**src/rtl/dmem_arbiter.sv**
```systemverilog
// Data-memory port arbiter: the CPU memory stage owns the port except during a
// two-cycle external access. Optional macro DMEM_ARB_ROUND_ROBIN_EN swaps starvation counting for alternation.
module dmem_arbiter #(
  parameter int unsigned STARVE_MAX = 4,
  localparam int unsigned CW = (STARVE_MAX < 1) ? 1 : $clog2(STARVE_MAX + 1)
) (
  input  logic          clk,
  input  logic          rst,
  input  logic          cpu_req,
  input  logic          cpu_we,
  input  logic [2:0]    cpu_func3,
  input  logic [31:0]   cpu_addr,
  input  logic [31:0]   cpu_wdata,
  output logic [31:0]   cpu_rdata,
  output logic          cpu_stall,
  input  logic          ext_req,
  input  logic          ext_we,
  input  logic [31:0]   ext_addr,
  input  logic [31:0]   ext_wdata,
  output logic          ext_gnt,
  output logic          ext_rvalid,
  output logic [31:0]   ext_rdata,
  output logic          mem_we,
  output logic [2:0]    mem_func3,
  output logic [31:0]   mem_addr,
  output logic [31:0]   mem_wdata,
  input  logic [31:0]   mem_rdata,
  output logic [1:0]    dbg_state,
  output logic [CW-1:0] dbg_starve_cnt
);

  // Handshake: ext_req is held with stable fields until ext_gnt (one cycle);
  // ext_rvalid pulses one cycle later, ext_rdata valid from then on.
  typedef enum logic [1:0] {
    IDLE    = 2'd0,
    EXT_ACC = 2'd1,
    EXT_RSP = 2'd2
  } state_t;

  state_t        state, state_nxt;
  logic [CW-1:0] starve_cnt;
  logic          go_ext;
  logic          lat_req, lat_we;
  logic [31:0]   lat_addr, lat_wdata;

`ifdef DMEM_ARB_ROUND_ROBIN_EN
  logic last_ext;

  assign go_ext     = (state == IDLE) && ext_req && (!cpu_req || !last_ext);
  assign starve_cnt = '0;

  always_ff @(posedge clk or negedge rst) begin
    if (!rst)
      last_ext <= 1'b0;
    else if ((state == IDLE) && (ext_req || cpu_req))
      last_ext <= go_ext;
  end
`else
  assign go_ext = (state == IDLE) && ext_req &&
                  (!cpu_req || (starve_cnt == CW'(STARVE_MAX)));

  always_ff @(posedge clk or negedge rst) begin
    if (!rst)
      starve_cnt <= '0;
    else if (go_ext)
      starve_cnt <= '0;
    else if ((state == IDLE) && ext_req && cpu_req && (starve_cnt != CW'(STARVE_MAX)))
      starve_cnt <= starve_cnt + 1'b1;
  end
`endif

  always_ff @(posedge clk or negedge rst) begin
    if (!rst)
      state <= IDLE;
    else
      state <= state_nxt;
  end

  always_comb begin
    state_nxt = state;
    case (state)
      IDLE:    if (go_ext) state_nxt = EXT_ACC;
      EXT_ACC: state_nxt = EXT_RSP;
      EXT_RSP: state_nxt = IDLE;
      default: state_nxt = IDLE;
    endcase
  end

  always_ff @(posedge clk or negedge rst) begin
    if (!rst) begin
      lat_req   <= 1'b0;
      lat_we    <= 1'b0;
      lat_addr  <= '0;
      lat_wdata <= '0;
    end else if (go_ext) begin
      lat_req   <= ext_req;
      lat_we    <= ext_we;
      lat_addr  <= ext_addr;
      lat_wdata <= ext_wdata;
    end
  end

  always_ff @(posedge clk or negedge rst) begin
    if (!rst)
      ext_rdata <= '0;
    else if (state == EXT_ACC)
      ext_rdata <= mem_rdata;
  end

  // rst gates the write enable so an in-flight access dies without waiting for a clock.
  always_comb begin
    mem_we     = rst & cpu_req & cpu_we;
    mem_func3  = cpu_func3;
    mem_addr   = cpu_addr;
    mem_wdata  = cpu_wdata;
    cpu_rdata  = mem_rdata;
    cpu_stall  = 1'b0;
    ext_gnt    = 1'b0;
    ext_rvalid = 1'b0;
    case (state)
      EXT_ACC: begin
        mem_we    = rst & lat_req & lat_we;
        mem_func3 = 3'b010;
        mem_addr  = lat_addr;
        mem_wdata = lat_wdata;
        ext_gnt   = 1'b1;
        cpu_stall = cpu_req;
      end
      EXT_RSP: ext_rvalid = 1'b1;
      default: ;
    endcase
  end

  assign dbg_state      = state;
  assign dbg_starve_cnt = starve_cnt;

endmodule

```
**config.mk**
```make
export PLATFORM = sky130hd
export DESIGN_NAME = dmem_arbiter
export DESIGN_NICKNAME = d
export VERILOG_FILES = /design/src/rtl/dmem_arbiter.sv
export SDC_FILE = /design/constraint.sdc
export NUM_CORES = 1
export LEC_CHECK = 0
export CAP_MARGIN = 20
export CORE_UTILIZATION = 30
export DETAILED_ROUTE_END_ITERATION = 8
export DONT_BUFFER_PORTS = 1
export PLACE_DENSITY_LB_ADDON = 0.2
export SYNTH_ARGS = -nofsm -noshare
export SYNTH_HDL_FRONTEND = slang
export SYNTH_SLANG_ARGS = --single-unit
```
**constraint.sdc**
```tcl
create_clock -name clk -period 4.18 [get_ports clk]
set_input_delay 0.836 -clock clk [delete_from_list [all_inputs] [get_ports clk]]
set_output_delay 0.836 -clock clk [all_outputs]
set_load 0.02 [all_outputs]
```
==> flow_metrics.env, run 1 <==
export IMPL_route_detailed_drc=0
export IMPL_timing_final_crit_share_pct=75.2
export IMPL_synth_flop_cell="dfrtp_1"
export IMPL_start_util_pct=31.0
export IMPL_worstSetupPathType="register to output port"
export IMPL_fmax_ghz=0.318
export IMPL_synth_top_area_share_pct=51.8
export IMPL_grt_max_degree=105
export IMPL_holdCritPathClass="input pin to asynchronous set/reset pin"
export IMPL_synth_area_leaders="dfrtp_1 (52%), mux2_2 (33%), buf_4 (5.4%)"
export IMPL_ir_worst_vdd_uv=301
export IMPL_die_area_um2=17100
export IMPL_drtAntennaViolNets=0
export IMPL_drive_gt1_share_pct=58.1
export IMPL_final_nets=475
export IMPL_synth_fa_ha_area_share_pct=0.503
export IMPL_start_kind="register"
export IMPL_synth_top_family_by_area="multiplexers"
export IMPL_die_h_um=131
export IMPL_dp_cells=509
export IMPL_cp_arrival_ns=2.31
export IMPL_cts_sinks=103
export IMPL_tightest_slew_ns=0.932
export IMPL_p_leak_nw=2.11
export IMPL_port_buffer_count=0
export IMPL_synth_area_per_cell_um2=14.7
export IMPL_pin_count=309
export IMPL_cts_resized=0
export IMPL_critPathMaxFanout=74
export IMPL_final_cell_area_um2=5290
export IMPL_wl_per_cell_um=21.2
export IMPL_final_cells=526
export IMPL_synth_seq_area_share_pct=51.8
export IMPL_synth_area_leader_cell="dfrtp_1"
export IMPL_cts_max_path_buffers=2
export IMPL_grt_util_all_layers_pct=12.4
export IMPL_dr_pass1_iters=3
export IMPL_ys_warn_count=0
export IMPL_dp_hpwl_mm=8.21
export IMPL_ctsHoldBuffers=0
export IMPL_grt_ovfl_total=0
export IMPL_dieWidth_um=131
export IMPL_cts_htree_levels=3
export IMPL_first_iter_violations=78
export IMPL_synth_edff_count=0
export IMPL_post_cts_buffers=0
export IMPL_syn_instance_count=339
export IMPL_rsz0062_at_grt="false"
export IMPL_fin_tns_setup_ns=0
export IMPL_cts_root_buf="clkbuf_16"
export IMPL_syn_area_um2=4980
export IMPL_fin_crit_ns=3.15
export IMPL_rows=46
export IMPL_gp_congestion=0.665
export IMPL_area_delta_synth_final_pct=6.21
export IMPL_synth_simple_area_share_pct=1.96
export IMPL_synth_compound_area_share_pct=0.679
export IMPL_critPathCaptureType="output port"
export IMPL_clock_skew_ns=0.00433
export IMPL_grt_pass1_vias=2586
export IMPL_dpl_cell_area_um2=4910
export IMPL_status="completed"
export IMPL_vias_per_cell=4.73
export IMPL_power_per_cell_area_nw_per_um2=698
export IMPL_drt_total_wl_mm=11.2
export IMPL_synth_area_mux_share_pct=37.4
export IMPL_async_flop_share_pct=100
export IMPL_fillCellCount=1547
export IMPL_slew_headroom_pct=37.8
export IMPL_clk_latency_ns=0.34
export IMPL_antenna_found_initial=3
export IMPL_hold_viol_final=0
export IMPL_synth_seq_cells=103
export IMPL_yosysUniqueCellTypes=24
export IMPL_setup_violations=0
export IMPL_cts_buffers=9
export IMPL_cts_tree="done"
export IMPL_vias=2489
export IMPL_cp_required_ns=3.34
export IMPL_syn_nets=510
export IMPL_yosys_area_share_xor_xnor_pct=0
export IMPL_drv_cap=0
export IMPL_core_um2=16100
export IMPL_maxSlewViolCount=0
export IMPL_grt_pass1_wl_mm=15.1
export IMPL_path_clk_slew_ns=0.07
-- metal layers --
layer	up-vias	track usage, %	wire length (µm)
li1	1090	-	-
met1	1190	12.3	3740
met2	194	21.9	5990
met3	13	6.64	1260
met4	2	4.53	161
met5	-	0	13
-- sequential cells by signal, indices dropped and copies added, names as in the netlist --
| signal | cells |
|---|---|
| dbg_starve_cnt | 3 |
| dbg_state | 2 |
| ext_rdata | 32 |
| lat_addr | 32 |
| lat_req | 1 |
| lat_wdata | 32 |
| lat_we | 1 |
-- synthesized netlist by cell type, types with 2 or more instances --
cell type / number
mux2_2: 145
dfrtp_1: 103
buf_4: 36
buf_2: 11
mux2_4: 10
mux2_1: 7
nor2b_1: 6
inv_1: 3
ha_1: 2
or2_2: 2
-- where the power goes --
group | leakage (nW) | switching [mW] | internal, mW
registers | 1.21 | 0.435 | 1.39
clock network | 0.179 | 0.373 | 0.661
logic | 0.724 | 0.374 | 0.459
-- layout by cell type, fill, tap and decap left out, types with 2 or more instances in the layout --
cell	netlist	routed
mux2_2	145	145
inv_1	3	3
dfrtp_1	103	103
ha_1	2	2
diode_2	0	2
nor2b_1	6	5
bufinv_16	0	4
clkbuf_16	0	9
mux2_1	7	7
buf_4	36	4
mux2_4	10	10
or2_2	2	2
-- metrics by stage --
stage	hold WS (ns)	util, %	worst slack [ns]	total power [mW]
after floorplan	0.439	-	1.61	2.57
after detailed placement	0.451	30.6	1.35	2.70
after CTS	0.150	32.9	0.951	3.76
final	0.180	32.9	1.03	3.69
after global placement	0.467	30.6	1.46	2.67
after global routing	0.147	32.9	0.854	3.90
-- worst max-delay path, stage by stage, from the launching register on --
cell and delay, ns:
dfrtp_1 0.51, nor2b_4 0.19, buf_4 0.69, nand3_1 0.17, a21boi_0 0.20, buf_4 0.17
-- kinds of logic after synthesis --
| kind of cell | after synthesis |
|---|---|
| fa+ha+maj | 2 |
| compound gates | 5 |
| simple gates | 14 |
| flops | 103 |
| mux | 162 |
| buf+inv | 53 |
-- layout make-up --
class | count | area [µm²] | area share (%)
Clock buffer | 10 | 239 | 4.52
Tap cell | 216 | 270 | 5.11
Clock inverter | 5 | 129 | 2.44
Timing Repair Buffer | 4 | 30.0 | 0.568
Sequential cell | 103 | 2580 | 48.7
Multi-Input combinational cell | 183 | 2030 | 38.3
Antenna cell | 2 | 5.00 | 0.0947
Inverter | 3 | 11.3 | 0.213
-- path summary, 6_finish.rpt --
kind,from,end,slack (ns),cells after the start
worst min register to register,lat_req,lat_req,0.48,1
max in group asynchronous,rst,ext_rdata[20],3.84,0
worst max register to register,dbg_state[0],ext_rdata[18],1.77,4
worst min-delay path,rst,lat_addr[0],0.18,0
min in group clk,lat_req,lat_req,0.48,1
worst max-delay path,dbg_state[0],mem_we,1.03,5
Note: power is estimated with default switching activity, not from simulation.
==> run 2, diff against run 1 <==
- clock period: 4.18 -> 2.58 ns (I/O delays scaled with it)
==> run 2 against run 1 <==
Compared with the run above: critical path type unchanged; critical endpoint unchanged; register-to-register slack worse by 1.2 ns; the flow now finishes with violations (hold timing); highest routed layer unchanged; sequential share of layout area increased by 0.41 points; worst hold slack got worse by 0.32 ns; utilization is 0.27 points lower; via count rose by 0.28%; sequential cell count unchanged.
==> flow_metrics.env, run 2 (synthesis results as in run 1) <==
export IMPL_grt_pass1_wl_mm=14.8
export IMPL_pre_cts_slack_ns=0.485
export IMPL_drtAntennaViolNets=0
export IMPL_die_h_um=131
export IMPL_rrSetupSlack_ns=0.53
export IMPL_maxSlewViolCount=0
export IMPL_die_area_um2=17100
export IMPL_rows=46
export IMPL_route_detailed_drc=0
export IMPL_cts_buffers=9
export IMPL_area_delta_synth_final_pct=5.33
export IMPL_vias_per_cell=4.74
export IMPL_port_buffer_count=0
export IMPL_clkPwrFrac_pct=23.6
export IMPL_pin_count=309
export IMPL_drt_total_wl_mm=10.8
export IMPL_reg2reg_to="ext_rdata[25]"
export IMPL_final_cells=527
export IMPL_start_util_pct=31.0
export IMPL_cp_required_ns=2.06
export IMPL_holdCritPathClass="input pin to asynchronous set/reset pin"
export IMPL_dp_cells=509
export IMPL_power_per_cell_area_nw_per_um2=1080
export IMPL_rsz0062_at_grt="false"
export IMPL_post_cts_buffers=0
export IMPL_first_iter_violations=45
export IMPL_drive_gt1_share_pct=57.9
export IMPL_final_cell_mix="mux2_2 (145), dfrtp_1 (103), mux2_4 (10)"
export IMPL_fin_crit_ns=2.45
export IMPL_final_common_cell="mux2_2"
export IMPL_reg2reg_depth=4
export IMPL_fin_tns_setup_ns=0
export IMPL_vias=2496
export IMPL_cts_htree_levels=3
export IMPL_worstSetupPathType="register to output port"
export IMPL_dr_pass1_iters=4
export IMPL_cts_root_buf="clkbuf_16"
export IMPL_p_leak_nw=2.08
export IMPL_cts_max_path_buffers=2
export IMPL_ir_worst_vdd_uv=330
export IMPL_core_um2=16100
export IMPL_grt_max_degree=105
export IMPL_cts_sinks=103
export IMPL_final_nets=475
export IMPL_intPower_mw=3.72
export IMPL_fin_ws_ns=0.131
export IMPL_p_seq_share_pct=52.3
export IMPL_gp_congestion=0.689
export IMPL_switchingPower_mw=1.92
export IMPL_fillCellCount=1564
export IMPL_p_comb_share_pct=24.1
export IMPL_start_kind="register"
export IMPL_hold_viol_final=103
export IMPL_critPathMaxFanout=74
export IMPL_status="finished with violations"
export IMPL_dp_hpwl_mm=7.99
export IMPL_slew_headroom_pct=72.5
export IMPL_violations="hold timing"
export IMPL_grt_pass1_vias=2496
export IMPL_swShare_pct=34.0
export IMPL_setup_violations=0
export IMPL_timing_final_crit_share_pct=94.9
export IMPL_reg_top3="ext_rdata: 32 flops, lat_addr: 32 flops, lat_wdata: 32 flops"
export IMPL_cts_tree="done"
export IMPL_critPathCaptureType="output port"
export IMPL_grt_util_all_layers_pct=12.1
export IMPL_reg2reg_from="dbg_state[0]"
export IMPL_drv_cap=0
export IMPL_antenna_found_initial=3
export IMPL_grt_ovfl_total=0
export IMPL_holdWs_ns=-0.144
export IMPL_cp_arrival_ns=1.93
export IMPL_clk_latency_ns=0.35
export IMPL_path_clk_slew_ns=0.08
export IMPL_dieWidth_um=131
export IMPL_fin_total_pwr_mw=5.64
export IMPL_fmax_ghz=0.408
export IMPL_wl_per_cell_um=20.5
export IMPL_clock_skew_ns=0.0118
export IMPL_tightest_slew_ns=0.412
-- run 2: layout make-up --
cell class / instances / area [µm²] / share of cell area (%)
Clock buffer: 12 / 256 / 4.89
Antenna cell: 2 / 5.00 / 0.0954
Tap cell: 216 / 270 / 5.15
Timing Repair Buffer: 4 / 62.6 / 1.19
Inverter: 3 / 11.3 / 0.215
Sequential cell: 103 / 2580 / 49.2
Clock inverter: 4 / 35.0 / 0.668
Multi-Input combinational cell: 183 / 2030 / 38.6
-- run 2: routing by layer --
| layer | share of wire (%) | vias to the layer above | global-route usage (%) |
|---|---|---|---|
| met5 | 0.12 | - | 0 |
| met2 | 53 | 191 | 21.4 |
| met3 | 11 | 15 | 4.76 |
| li1 | - | 1087 | - |
| met4 | 1.8 | 2 | 5.95 |
| met1 | 35 | 1201 | 12.3 |
-- run 2: worst max-delay path, stage by stage, from the launching register on --
cell and delay, ns:
dfrtp_1 0.51, nor2b_4 0.24, buf_16 0.32, nand3_1 0.13, a21boi_0 0.19, buf_4 0.17
-- run 2: worst max-delay path by stage --
stage	startpoint	to	slack, ns	depth (start not counted)
detailed placement	dbg_state[0]	mem_we	0.49	5
global placement	dbg_state[0]	mem_we	0.53	5
floorplan	dbg_state[0]	mem_we	0.33	5
finish	dbg_state[0]	mem_we	0.13	5
CTS	dbg_state[0]	mem_we	0.08	5
global route	dbg_state[0]	mem_we	0.002	5
-- run 2: power groups by stage --
stage | Sequential (mW) | Clock [mW] | Combinational (mW)
floorplan | 2.83 | 0 | 1.34
global placement | 2.99 | 0 | 1.34
detailed placement | 2.98 | 0 | 1.38
CTS | 2.96 | 1.40 | 1.38
global route | 3.05 | 1.46 | 1.47
finish | 2.95 | 1.33 | 1.36
-- run 2: timing repair --
item                                   4_1_cts  5_1_grt
setup endpoints to repair                    0        1
resized for setup                            0        1
endpoints found under the hold margin      103      103
-- run 2: through the flow --
stage	util (%)	cell area [µm²]
6_report	32.7	5240
5_1_grt	32.6	5240
4_1_cts	32.6	5230
3_5_place_dp	30.8	4940
3_3_place_gp	30.8	4940
2_1_floorplan	-	4980
==> run 3, diff against run 2 <==
- ABC_AREA: default -> 1
- PLACE_DENSITY: default -> 0.51
- PLACE_DENSITY_LB_ADDON: 0.2 -> default
- TNS_END_PERCENT: default -> 10
==> run 3 against run 2 <==
Compared with the run above: the run still ends with hold timing left; sequential power is 13% lower; utilization is 0.37 points lower; non-clock buffer count is 7 higher; via count is 66% higher; setup slack better by 0.034 ns; sequential share of layout area is 1.4 points lower; critical path depth is 1 higher; synthesized cell count is 110% higher; clock-buffer cell count is 1 lower; routed wire length is 28% higher; worst hold slack better by 0.0044 ns; area after synthesis is 3.6% higher; critical endpoint is now mem_wdata[3].
==> flow_metrics.env, run 3 <==
export IMPL_grt_util_all_layers_pct=15.7
export IMPL_grt_pass1_wl_mm=21.8
export IMPL_route_detailed_drc=0
export IMPL_syn_instance_count=703
export IMPL_cp_top_family="buffers and inverters"
export IMPL_p_comb_share_pct=20.9
export IMPL_crit_buf_inv=3
export IMPL_final_util_pct=32.3
export IMPL_setup_violations=0
export IMPL_cts_buffers=9
export IMPL_max_stage_delay_ns=0.48
export IMPL_p_seq_share_pct=51.8
export IMPL_dp_hpwl_mm=9.81
export IMPL_cts_tree="done"
export IMPL_rsz0062_at_grt="false"
export IMPL_start_kind="register"
export IMPL_drtAntennaViolNets=0
export IMPL_antenna_found_initial=1
export IMPL_synth_most_common_cell="nand2_1"
export IMPL_slew_headroom_pct=65.1
export IMPL_async_flop_share_pct=100
export IMPL_synth_flop_cell="dfrtp_1"
export IMPL_cts_root_buf="clkbuf_16"
export IMPL_p_leak_nw=3.01
export IMPL_holdCritPathClass="input pin to asynchronous set/reset pin"
export IMPL_grt_max_degree=106
export IMPL_reg2reg_from="dbg_state[0]"
export IMPL_pin_count=309
export IMPL_startpoint="dbg_state[1]"
export IMPL_final_common_cell="nand2_1"
export IMPL_fmax_ghz=0.414
export IMPL_status="finished with violations"
export IMPL_dpl_cell_area_um2=5090
export IMPL_grt_ovfl_total=0
export IMPL_ys_warn_count=0
export IMPL_syn_area_um2=5160
export IMPL_cts_htree_levels=3
export IMPL_hold_viol_final=103
export IMPL_die_area_um2=17700
export IMPL_maxSlewViolCount=0
export IMPL_holdWs_ns=-0.140
export IMPL_die_h_um=133
export IMPL_port_buffer_count=0
export IMPL_worstSetupPathType="register to output port"
export IMPL_timing_final_crit_share_pct=93.6
export IMPL_dr_pass1_iters=4
export IMPL_violations="hold timing"
export IMPL_clk_latency_ns=0.34
export IMPL_synth_area_leaders="dfrtp_1 (50%), nand2_1 (31%), nand3_1 (6.5%)"
export IMPL_final_cell_area_um2=5390
export IMPL_gp_congestion=0.724
export IMPL_final_cell_mix="nand2_1 (429), dfrtp_1 (103), nand3_1 (67)"
export IMPL_start_util_pct=30.9
export IMPL_ir_worst_vdd_uv=330
export IMPL_fin_tns_setup_ns=0
export IMPL_grt_pass1_vias=4226
export IMPL_first_iter_violations=208
export IMPL_final_nets=822
export IMPL_cp_required_ns=2.06
export IMPL_swShare_pct=36.8
export IMPL_power_per_cell_area_nw_per_um2=922
export IMPL_syn_nets=874
export IMPL_critPathCaptureType="output port"
export IMPL_crit_chain="inv_1 -> nand2_4 -> clkinv_2 -> buf_4 -> nand2_1 -> nand2_1"
export IMPL_drv_cap=0
export IMPL_yosysUniqueCellTypes=17
export IMPL_dieWidth_um=133
export IMPL_synth_area_per_cell_um2=7.34
export IMPL_vias=4143
export IMPL_reg_top3="ext_rdata: 32 flops, lat_addr: 32 flops, lat_wdata: 32 flops"
export IMPL_fin_crit_ns=2.41
export IMPL_intPower_mw=3.14
export IMPL_synth_area_leader_cell="dfrtp_1"
export IMPL_wl_per_cell_um=15.8
export IMPL_cts_sinks=103
export IMPL_cts_max_path_buffers=2
export IMPL_critPathMaxFanout=41
export IMPL_drive_gt1_share_pct=5.03
export IMPL_synth_commonest_cells="nand2_1 (430), dfrtp_1 (103), nand3_1 (67)"
export IMPL_synth_edff_count=0
export IMPL_clock_skew_ns=0.00746
export IMPL_synth_seq_cells=103
export IMPL_cp_arrival_ns=1.90
export IMPL_area_delta_synth_final_pct=4.51
export IMPL_clkPwrFrac_pct=27.4
export IMPL_switchingPower_mw=1.83
export IMPL_drt_total_wl_mm=13.8
export IMPL_synth_seq_area_share_pct=50.0
export IMPL_slowest_stage="dfrtp_1"
export IMPL_core_um2=16700
export IMPL_rows=47
export IMPL_vias_per_cell=4.72
export IMPL_path_clk_slew_ns=0.07
export IMPL_tightest_slew_ns=0.523
export IMPL_synth_top_area_share_pct=50.0
export IMPL_crit_top_cell="nand2_1"
run 3: cell count changes in the layout (fill, tap and decap cells not counted), sizes merged, moves of 2 or more:
cell,change
nand2,+432
mux2,-162
nand3,+67
inv,+8
buf,+7
nor2,+7
nor2b,-6
a21boi,-2
run 3: per-layer routing:
layer / wire length, µm / vias to the layer above / track usage (%)
li1: - / 2007 / -
met1: 5590 / 1923 / 18.0
met2: 6710 / 194 / 27.1
met3: 1210 / 19 / 5.21
met4: 296 / 0 / 6.12
met5: 0 / - / 0
run 3: logic make-up after synthesis:
kind of cell	synth area share (%)
buffers and inverters	10.4
AND/OR/NAND/NOR	39.1
adder cells (fa/ha/maj)	0.485
flip-flops	50.0
AO/OA/AOI/OAI	0.0969
run 3: layout make-up:
type,instances,area [µm²]
Clock buffer,11,233
Clock inverter,5,63.8
Antenna cell,1,2.50
Fill cell,1839,11300
Tap cell,220,275
Timing Repair Buffer,11,136
Multi-Input combinational cell,513,2050
Inverter,13,50.0
Sequential cell,103,2580
run 3: worst register-to-register path, stage by stage (launching register included):
cell and delay, ns:
dfrtp_1 0.50, nor2_2 0.21, nand2_2 0.11, inv_2 0.36, buf_12 0.28, nand3_1 0.14, nand2_1 0.09
run 3: worst paths after layout:
check	slack [ns]	to	cells past startpoint
setup / recovery	0.17	mem_wdata[3]	6
hold / removal	-0.14	lat_addr[0]	0
setup reg to reg	0.82	lat_addr[3]	6
hold reg to reg	0.47	lat_wdata[9]	2
max in group asynchronous	2.41	lat_wdata[9]	0
min in group clk	0.28	ext_rdata[14]	2
run 3: stage by stage:
stage | total power, mW | setup slack, ns | hold slack, ns | cells
2_1_floorplan | 3.49 | 0.621 | 0.220 | 703
3_3_place_gp | 3.62 | 0.512 | 0.224 | 860
3_5_place_dp | 3.67 | 0.465 | 0.224 | 860
4_1_cts | 5.08 | 0.0689 | -0.161 | 876
5_1_grt | 5.34 | 0.0285 | -0.172 | 877
6_report | 4.97 | 0.165 | -0.140 | 877
run 3: power groups by stage:
stage	combinational [mW]	sequential, mW	clock [mW]
2_1_floorplan	0.967	2.52	0
3_3_place_gp	1.03	2.59	0
3_5_place_dp	1.06	2.61	0
4_1_cts	1.06	2.58	1.44
5_1_grt	1.20	2.64	1.50
6_report	1.04	2.57	1.36
run 3: timing repair:
item | 4_1_cts | 5_1_grt
buffers inserted | 0 | 0
gates resized for setup | 0 | 1
hold endpoints to repair | 103 | 103
endpoints found under the setup margin | 0 | 1
